===== config.mk =====
export PLATFORM = sky130hd
export DESIGN_NAME = spi_frame_tx
export DESIGN_NICKNAME = d
export VERILOG_FILES = /design/src/rtl/spi_frame_tx.sv
export SDC_FILE = /design/constraint.sdc
export NUM_CORES = 1
export LEC_CHECK = 0
export CAP_MARGIN = 10
export CORE_ASPECT_RATIO = 0.7
export CORE_MARGIN = 1.5
export CORE_UTILIZATION = 53
export CTS_CLUSTER_SIZE = 24
export DETAILED_ROUTE_END_ITERATION = 16
export GPL_TIMING_DRIVEN = 0
export PLACE_DENSITY_LB_ADDON = 0.25
export REMOVE_ABC_BUFFERS = 1
export SYNTH_ARGS = -nofsm -noshare
export SYNTH_HDL_FRONTEND = slang
export SYNTH_SLANG_ARGS = --single-unit

===== constraint.sdc =====
create_clock -name clk -period 2.3 [get_ports clk]
set_input_delay 0.575 -clock clk [delete_from_list [all_inputs] [get_ports clk]]
set_output_delay 0.575 -clock clk [all_outputs]
set_load 0.05 [all_outputs]

===== src/rtl/spi_frame_tx.sv =====
// Serializes one {cmd, addr, data} write request into a 64-bit LSB-first frame framed by cs.
// Define SPI_FRAME_TX_FRAME_CNT_EN to add the 16-bit completed-frame counter output frame_cnt.
module spi_frame_tx #(
  parameter int unsigned TAIL_CYCLES = 1,
  parameter int unsigned GAP_CYCLES  = 2
) (
  input  logic        clk,
  input  logic        rst_n,
  input  logic        req_valid,
  output logic        req_ready,
  input  logic [7:0]  req_cmd,
  input  logic [23:0] req_addr,
  input  logic [31:0] req_data,
  output logic        cs,
  output logic        miso,
  output logic        busy,
  output logic        frame_done
`ifdef SPI_FRAME_TX_FRAME_CNT_EN
  ,
  output logic [15:0] frame_cnt
`endif
);

  typedef enum logic [1:0] {StIdle, StShift, StTail, StGap} state_e;

  // The IDLE cycle in which the next accept happens is itself a cs-low cycle, so GAP only
  // has to cover GAP_CYCLES-1 of them; GAP_CYCLES of 0 or 1 returns straight to IDLE.
  localparam bit         UseGap   = (GAP_CYCLES > 1);
  localparam logic [3:0] TailLast = 4'(TAIL_CYCLES - 1);
  localparam logic [3:0] GapLast  = UseGap ? 4'(GAP_CYCLES - 2) : 4'd0;

  state_e      state_q;
  logic [63:0] shreg_q;
  logic [5:0]  bit_cnt_q;
  logic [3:0]  tail_cnt_q;
  logic [3:0]  gap_cnt_q;
  logic [63:0] frame;

  assign frame     = {req_cmd, req_addr, req_data};
  assign req_ready = (state_q == StIdle);
  assign busy      = (state_q != StIdle);

  always_ff @(posedge clk or negedge rst_n) begin
    if (!rst_n) begin
      state_q    <= StIdle;
      shreg_q    <= '0;
      bit_cnt_q  <= '0;
      tail_cnt_q <= '0;
      gap_cnt_q  <= '0;
      cs         <= 1'b0;
      miso       <= 1'b0;
      frame_done <= 1'b0;
    end else begin
      frame_done <= 1'b0;
      unique case (state_q)
        StIdle: begin
          if (req_valid) begin
            // Bit 0 goes out immediately; the register keeps the remaining 63 bits.
            shreg_q   <= {1'b0, frame[63:1]};
            miso      <= frame[0];
            cs        <= 1'b1;
            bit_cnt_q <= '0;
            state_q   <= StShift;
          end
        end
        StShift: begin
          if (bit_cnt_q == 6'd63) begin
            miso       <= 1'b0;
            tail_cnt_q <= '0;
            state_q    <= StTail;
          end else begin
            miso      <= shreg_q[0];
            shreg_q   <= {1'b0, shreg_q[63:1]};
            bit_cnt_q <= bit_cnt_q + 6'd1;
          end
        end
        StTail: begin
          if (tail_cnt_q == TailLast) begin
            cs         <= 1'b0;
            frame_done <= 1'b1;
            gap_cnt_q  <= '0;
            state_q    <= UseGap ? StGap : StIdle;
          end else begin
            tail_cnt_q <= tail_cnt_q + 4'd1;
          end
        end
        StGap: begin
          if (gap_cnt_q == GapLast) begin
            state_q <= StIdle;
          end else begin
            gap_cnt_q <= gap_cnt_q + 4'd1;
          end
        end
      endcase
    end
  end

`ifdef SPI_FRAME_TX_FRAME_CNT_EN
  always_ff @(posedge clk or negedge rst_n) begin
    if (!rst_n) begin
      frame_cnt <= '0;
    end else if (frame_done) begin
      frame_cnt <= frame_cnt + 16'd1;
    end
  end
`endif

endmodule


Yosys cells after proc, flatten, opt, wreduce, memory -nomap -nowiden
Index checks and enable logic that the tools add are counted.

operators by class
  reduce and logical (&&, ||, !) cells = 14
  multiplexer cells = 25
  add/subtract/negate cells = 3
  eq/ne operators = 11

operator list
  cell                                                  count
  2-to-1 mux 64 bit                                     2
  case mux 64 bit (2 select lines)                      1
  2-to-1 mux 4 bit                                      4
  case mux 4 bit (2 select lines)                       2
  inequality test 2 bit (second input constant)         7
  2-to-1 mux 6 bit                                      2
  case mux 6 bit (2 select lines)                       1
  AND reduction 3 bit                                   4
  nonzero test 2 bit                                    5
  adder 4 x 1 -> 4 bit (second input constant)          2
  logical NOT 4 bit                                     2
  2-to-1 mux 2 bit                                      4
  case mux 2 bit (4 select lines)                       1
  adder 6 x 1 -> 6 bit (second input constant)          1
  equality test 6 bit (second input constant)           1
  2-to-1 mux 1 bit                                      6
  equality test 2 bit (second input constant)           2
  case mux 1 bit (2 select lines)                       2
  AND reduction 4 bit                                   1
  equality test 2 x 1 -> 1 bit (second input constant)  1
  logical NOT 2 bit                                     1
  AND reduction 2 bit                                   1

word-level totals
  bits in registers = 83
  input bits = 67
  output and inout port bits = 5
  word-level logic and storage cells = 61

Logic depth before layout (Yosys ltp)
  depth in word-level cells = 3
  gate-level depth with buffers = 9
  gate-level depth less buffers = 6

Least setup slack after synthesis
OpenSTA, ideal clock, no wires.

  kind = flip-flop to flip-flop
  start point = register state_q[0]
  end point = register shreg_q[38]
  period minus slack after synthesis = 2.194 ns
  cell stages (with the launch flop) = 9
  buffers on the path = 2
  setup time = 0.077 ns
  path slack = 0.106 ns
  arrival time = 2.117 ns
  data required time = 2.223 ns
  cell sequence = dfrtp_1 -> inv_1 -> ha_1 -> mux2_2 -> buf_2 -> o21ai_2 -> buf_2 -> o22ai_1 -> a21oi_1

on the way
  longest elaborated chain between the ends = 3
  elaborated cells on any way between the ends = 7
  classes of those cells = 3 x eq/ne; 1 x mux; 3 x reduce/logical

ends and longest elaborated chain
  item                                                                   line  text
  from (decl)                                                            32    state_e state_q;
  from (signal assigned)                                                 45    state_q <= StIdle;
  from (signal assigned)                                                 63    state_q <= StShift;
  from (signal assigned)                                                 70    state_q <= StTail;
  logical NOT 2 bit *                                                    -
  via req_ready                                                          10    output logic req_ready,
  inequality test 2 bit (no line) or nonzero test 2 bit (tied branches)  -
  AND reduction 3 bit (no line)                                          -
  to (signal assigned)                                                   59    shreg_q <= {1'b0, frame[63:1]};
  to (signal assigned)                                                   73    shreg_q <= {1'b0, shreg_q[63:1]};
  to (decl)                                                              33    logic [63:0] shreg_q;

The timed path passes the listed nets; every way through them passes the cells marked *.
A chain may end at the register's enable or synchronous reset.

Worst setup path after layout
  start point = register state_q[0]
  end point = output busy

on the way
  longest elaborated chain between the ends = 1

ends and longest elaborated chain
  item                line  text
  nonzero test 2 bit  41    assign busy = (state_q != StIdle);
  to (decl)           16    output logic busy,

Every way passes these cells.

==> out/qor.log <==
qor: yosys.share_of_synthesized_registers_carrying_an_async_set_or_reset 100%
qor: worst_setup_path.critical_path_arrival 1.62 ns
qor: placement.hpwl 6510 µm
qor: drt.wl_per_cell 18.7 µm
qor: yosys.area_fraction_in_and_or_nand_and_nor_cells_after_synthesis 6.84%
qor: yosys.postSynthRegisterBits 82
qor: yosys.yosys.cell_count.top_type o22ai_1
qor: worst_hold_path.min_path_type in2async
qor: clocking.cts_made_buffers 9
qor: yosys.yosys_most_used_dff dfrtp_1
qor: worst_setup_path.worst_path_largest_cell_delay 0.43 ns
qor: worst_setup_path.critPathCapture busy
qor: timing.timing.clock.skew 0.0108 ns
qor: global_routing.grt-ovfl-total 0
qor: yosys.synthAdderAreaFrac 2.73%
qor: placement.gp_routability_congestion 0.843
qor: yosys.synth-edff-count 0
qor: timing.worst_pin_slew 0.640 ns
qor: drt.route.detailed.vias_per_inst 6.58
qor: yosys.yosys.area_share.xor_xnor 0%
qor: yosys.post_synth.cell_area_avg 9.62 µm²
qor: outcome.outcome finished, final reports clean
qor: layout.nets 561
qor: yosys.post_synth_inst_count 428
qor: clocking.clock_tree_from_tritoncts built
qor: worst_setup_path.timing.reg2reg.worst_path_depth 5
qor: worst_setup_path.timing.critical_path.slowest_stage_cell dfrtp_1
qor: placement.placed_cells_incl_taps 565
qor: power_and_ir_drop.power.share.clock 13.0%
qor: yosys.synth.area.top_cells dfrtp_1, o22ai_1, a21oi_1, ha_1, clkbuf_1
qor: power_and_ir_drop.power.net_switching 3130 µW
qor: layout.number_of_non_filler_instances_in_the_completed_layout 587
qor: yosys.synth_top_family_by_area compound AO/OA/AOI/OAI gates
qor: yosys.synth_common_cells o22ai_1, dfrtp_1, a21oi_1
qor: worst_setup_path.crit_required 1.73 ns
qor: clocking.clkSlewWorstSetupHoldPaths 0.08 ns
qor: yosys.synth_largest_area_cell dfrtp_1
qor: worst_setup_path.worstPathCellList inv_1 > ha_4 > inv_1 > clkdlybuf4s15_2
qor: timing.timing.final.setup_violations 0
qor: power_and_ir_drop.sw_frac_of_total 43.4%
qor: layout.fraction_of_final_layout_cells_sized_beyond_drive_strength_1 9.20%
qor: drt.dr.first_iter.drc_count 240
qor: layout.finalInstanceArea 5210 µm²
qor: timing.slew_violations 0
qor: drt.routed_wl 11,000 µm
qor: worst_setup_path.cp_startpoint_kind register
qor: timing.slew_headroom 57.4%
qor: drt.drt_pre_antenna_iters 5
qor: yosys.muxShareOfSynthArea 1.88%
qor: die.io-pin-count 72
qor: global_routing.antenna_found_initial 0
qor: power_and_ir_drop.seq_power_share 35.9%
qor: die.die_extent_in_y 76.7 µm
qor: die.core_area 7420 µm²
qor: placement.postPlaceCellArea 4930 µm²
qor: yosys.netlist-cell-type-count 44
qor: yosys.synthDominantCellAreaShare 49.8%
qor: timing.maxClockFrequency 455 MHz
qor: worst_setup_path.worstPathMaxFanout 9
qor: global_routing.globalRouteTotalUtil 26.8%
qor: global_routing.grt_pass1_wl 17,500 µm
qor: drt.vias 3,864
qor: worst_setup_path.r2r-start state_q[0]
qor: power_and_ir_drop.report.power.total 7220 µW
qor: timing.period_needed 2.20 ns
qor: run.max_cap_viol_count 0
qor: power_and_ir_drop.logic_gate_share_of_total_power 51.0%
qor: global_routing.grt_pass1_vias 3,578
qor: worst_setup_path.origin_of_the_worst_setup_path state_q[0]
qor: die.die_width 108 µm
qor: worst_setup_path.reg2reg_slack 0.12 ns
qor: die.start_util 55.5%
qor: worst_setup_path.endpoint_kind output port
qor: drt.detail_route.drc_violations 0
qor: power_and_ir_drop.cellLeakagePower 0.00202 µW
qor: worst_setup_path.crit_path_frequent_cell inv_1
qor: layout.area_growth_syn_to_layout 26.5%
qor: yosys.ys_warn_count 0
qor: yosys.synthesis.area 4120 µm²
qor: timing.layout_worst_path_cycle_share 95.5%
qor: yosys.area_fraction_in_compound_gates_after_synthesis 33.6%
qor: die.design.die.area 8320 µm²
qor: power_and_ir_drop.power.density_cell_area 1390 nW/µm²
qor: clocking.clock_latency 0.36 ns
qor: worst_setup_path.criticalPathCategory reg2out
qor: power_and_ir_drop.power.internal 4090 µW
qor: clocking.clock_tree.root_cell clkbuf_8
qor: clocking.cts_buffer_depth 2
qor: drt.ant_nets 0
qor: power_and_ir_drop.max-vdd-ir-drop 0.793 mV
qor: clocking.htree_levels 3
qor: die.floorplan.rows 26
qor: yosys.yosysSeqAreaShare 49.8%
qor: timing.hold_viol 0
qor: clocking.cts.sink_count 82
qor: layout.antenna_cells 0
qor: global_routing.pin_count_of_the_biggest_net_entering_global_routing 69
qor: worst_setup_path.timing.rr.end state_q[1]
qor: placement.port_buffers 71
==> critical path: cells and delay by family (launching register included) <==
family,cells,cell delay (ns)
fa+ha+maj,1,0.23
flops,1,0.43
buf+inv,3,0.61
==> cell usage in the layout, fill, tap and decap left out, types with 2 or more instances in the layout <==
cell	instances
buf_4	5
o21ai_4	2
buf_12	5
a21oi_1	71
ha_1	6
clkbuf_8	11
mux2_4	2
o41ai_1	2
inv_1	11
clkinv_2	4
o31ai_1	2
o21a_1	2
nand2b_1	6
and3_1	4
mux2_2	2
clkdlybuf4s50_1	68
nand3_1	6
and2_1	3
nor3_1	2
a21o_1	2
o221ai_1	3
a221o_1	2
clkdlybuf4s15_2	2
nor2_1	11
o22ai_1	123
nor2b_1	3
dfrtp_1	82
mux2i_1	4
nand2_1	9
o21ai_0	10
ha_4	2
==> what timing repair did <==
item,4_1_cts,5_1_grt
buffers inserted,2,3
setup endpoints to repair,76,63
gates resized for setup,13,2
hold buffers,0,0
gates cloned,1,1
==> stage by stage <==
step	hold WS, ns	setup WS [ns]	TNS, ns	util (%)
finish	0.0671	0.103	0	70.2
global route	0.0627	-0.000663	-0.000663	70.2
CTS	0.0632	0.00892	0	69.6
detailed placement	0.448	-0.917	-50.49	66.4
global placement	0.481	-4.01	-450.69	64.6
floorplan	0.279	-2.16	-139.53	-
==> metal layers <==
layer / wire (µm) / GRT usage, %
met5: 0 / 0
met4: 123 / 7.50
met3: 751 / 5.53
met2: 5150 / 41.6
met1: 4950 / 38.0
==> flip-flops by register name (all words and copies together) (netlist names) <==
register / flops
gap_cnt_q: 4
frame_done: 1
state_q: 2
miso: 1
bit_cnt_q: 6
tail_cnt_q: 4
shreg_q: 63
cs: 1
==> power groups by stage <==
stage	sequential, µW	clock [µW]	combinational (µW)
global route	2670	1020	4030
CTS	2570	966	3540
floorplan	2560	0	2330
global placement	2560	0	3100
finish	2590	941	3690
detailed placement	2600	0	3420
==> worst min path at each step <==
stage	depth (start not counted)	slack [ns]	end
after global routing	1	0.06	shreg_q[10]
final	1	0.07	shreg_q[10]
after floorplan	0	0.28	bit_cnt_q[0]
after global placement	1	0.48	shreg_q[62]
after CTS	1	0.06	shreg_q[10]
after detailed placement	1	0.45	shreg_q[10]
==> kinds of logic (layout without fill, tap and decap cells) <==
group	Yosys count	count (layout)
buffers and inverters	51	110
AO/OA/AOI/OAI	228	229
multiplexers	7	8
flip-flops	82	82
AND/OR/NAND/NOR	51	51
adder cells (fa/ha/maj)	9	9
==> final cells by class <==
type / instances / area [µm²]
Multi-Input combinational cell: 297 / 1930
Timing Repair Buffer: 82 / 880
Fill cell: 559 / 2210
Clock inverter: 3 / 15.0
Tap cell: 98 / 123
Inverter: 13 / 50.0
Sequential cell: 82 / 2050
Clock buffer: 12 / 155
No activity file was read; power rests on OpenSTA's default activity.
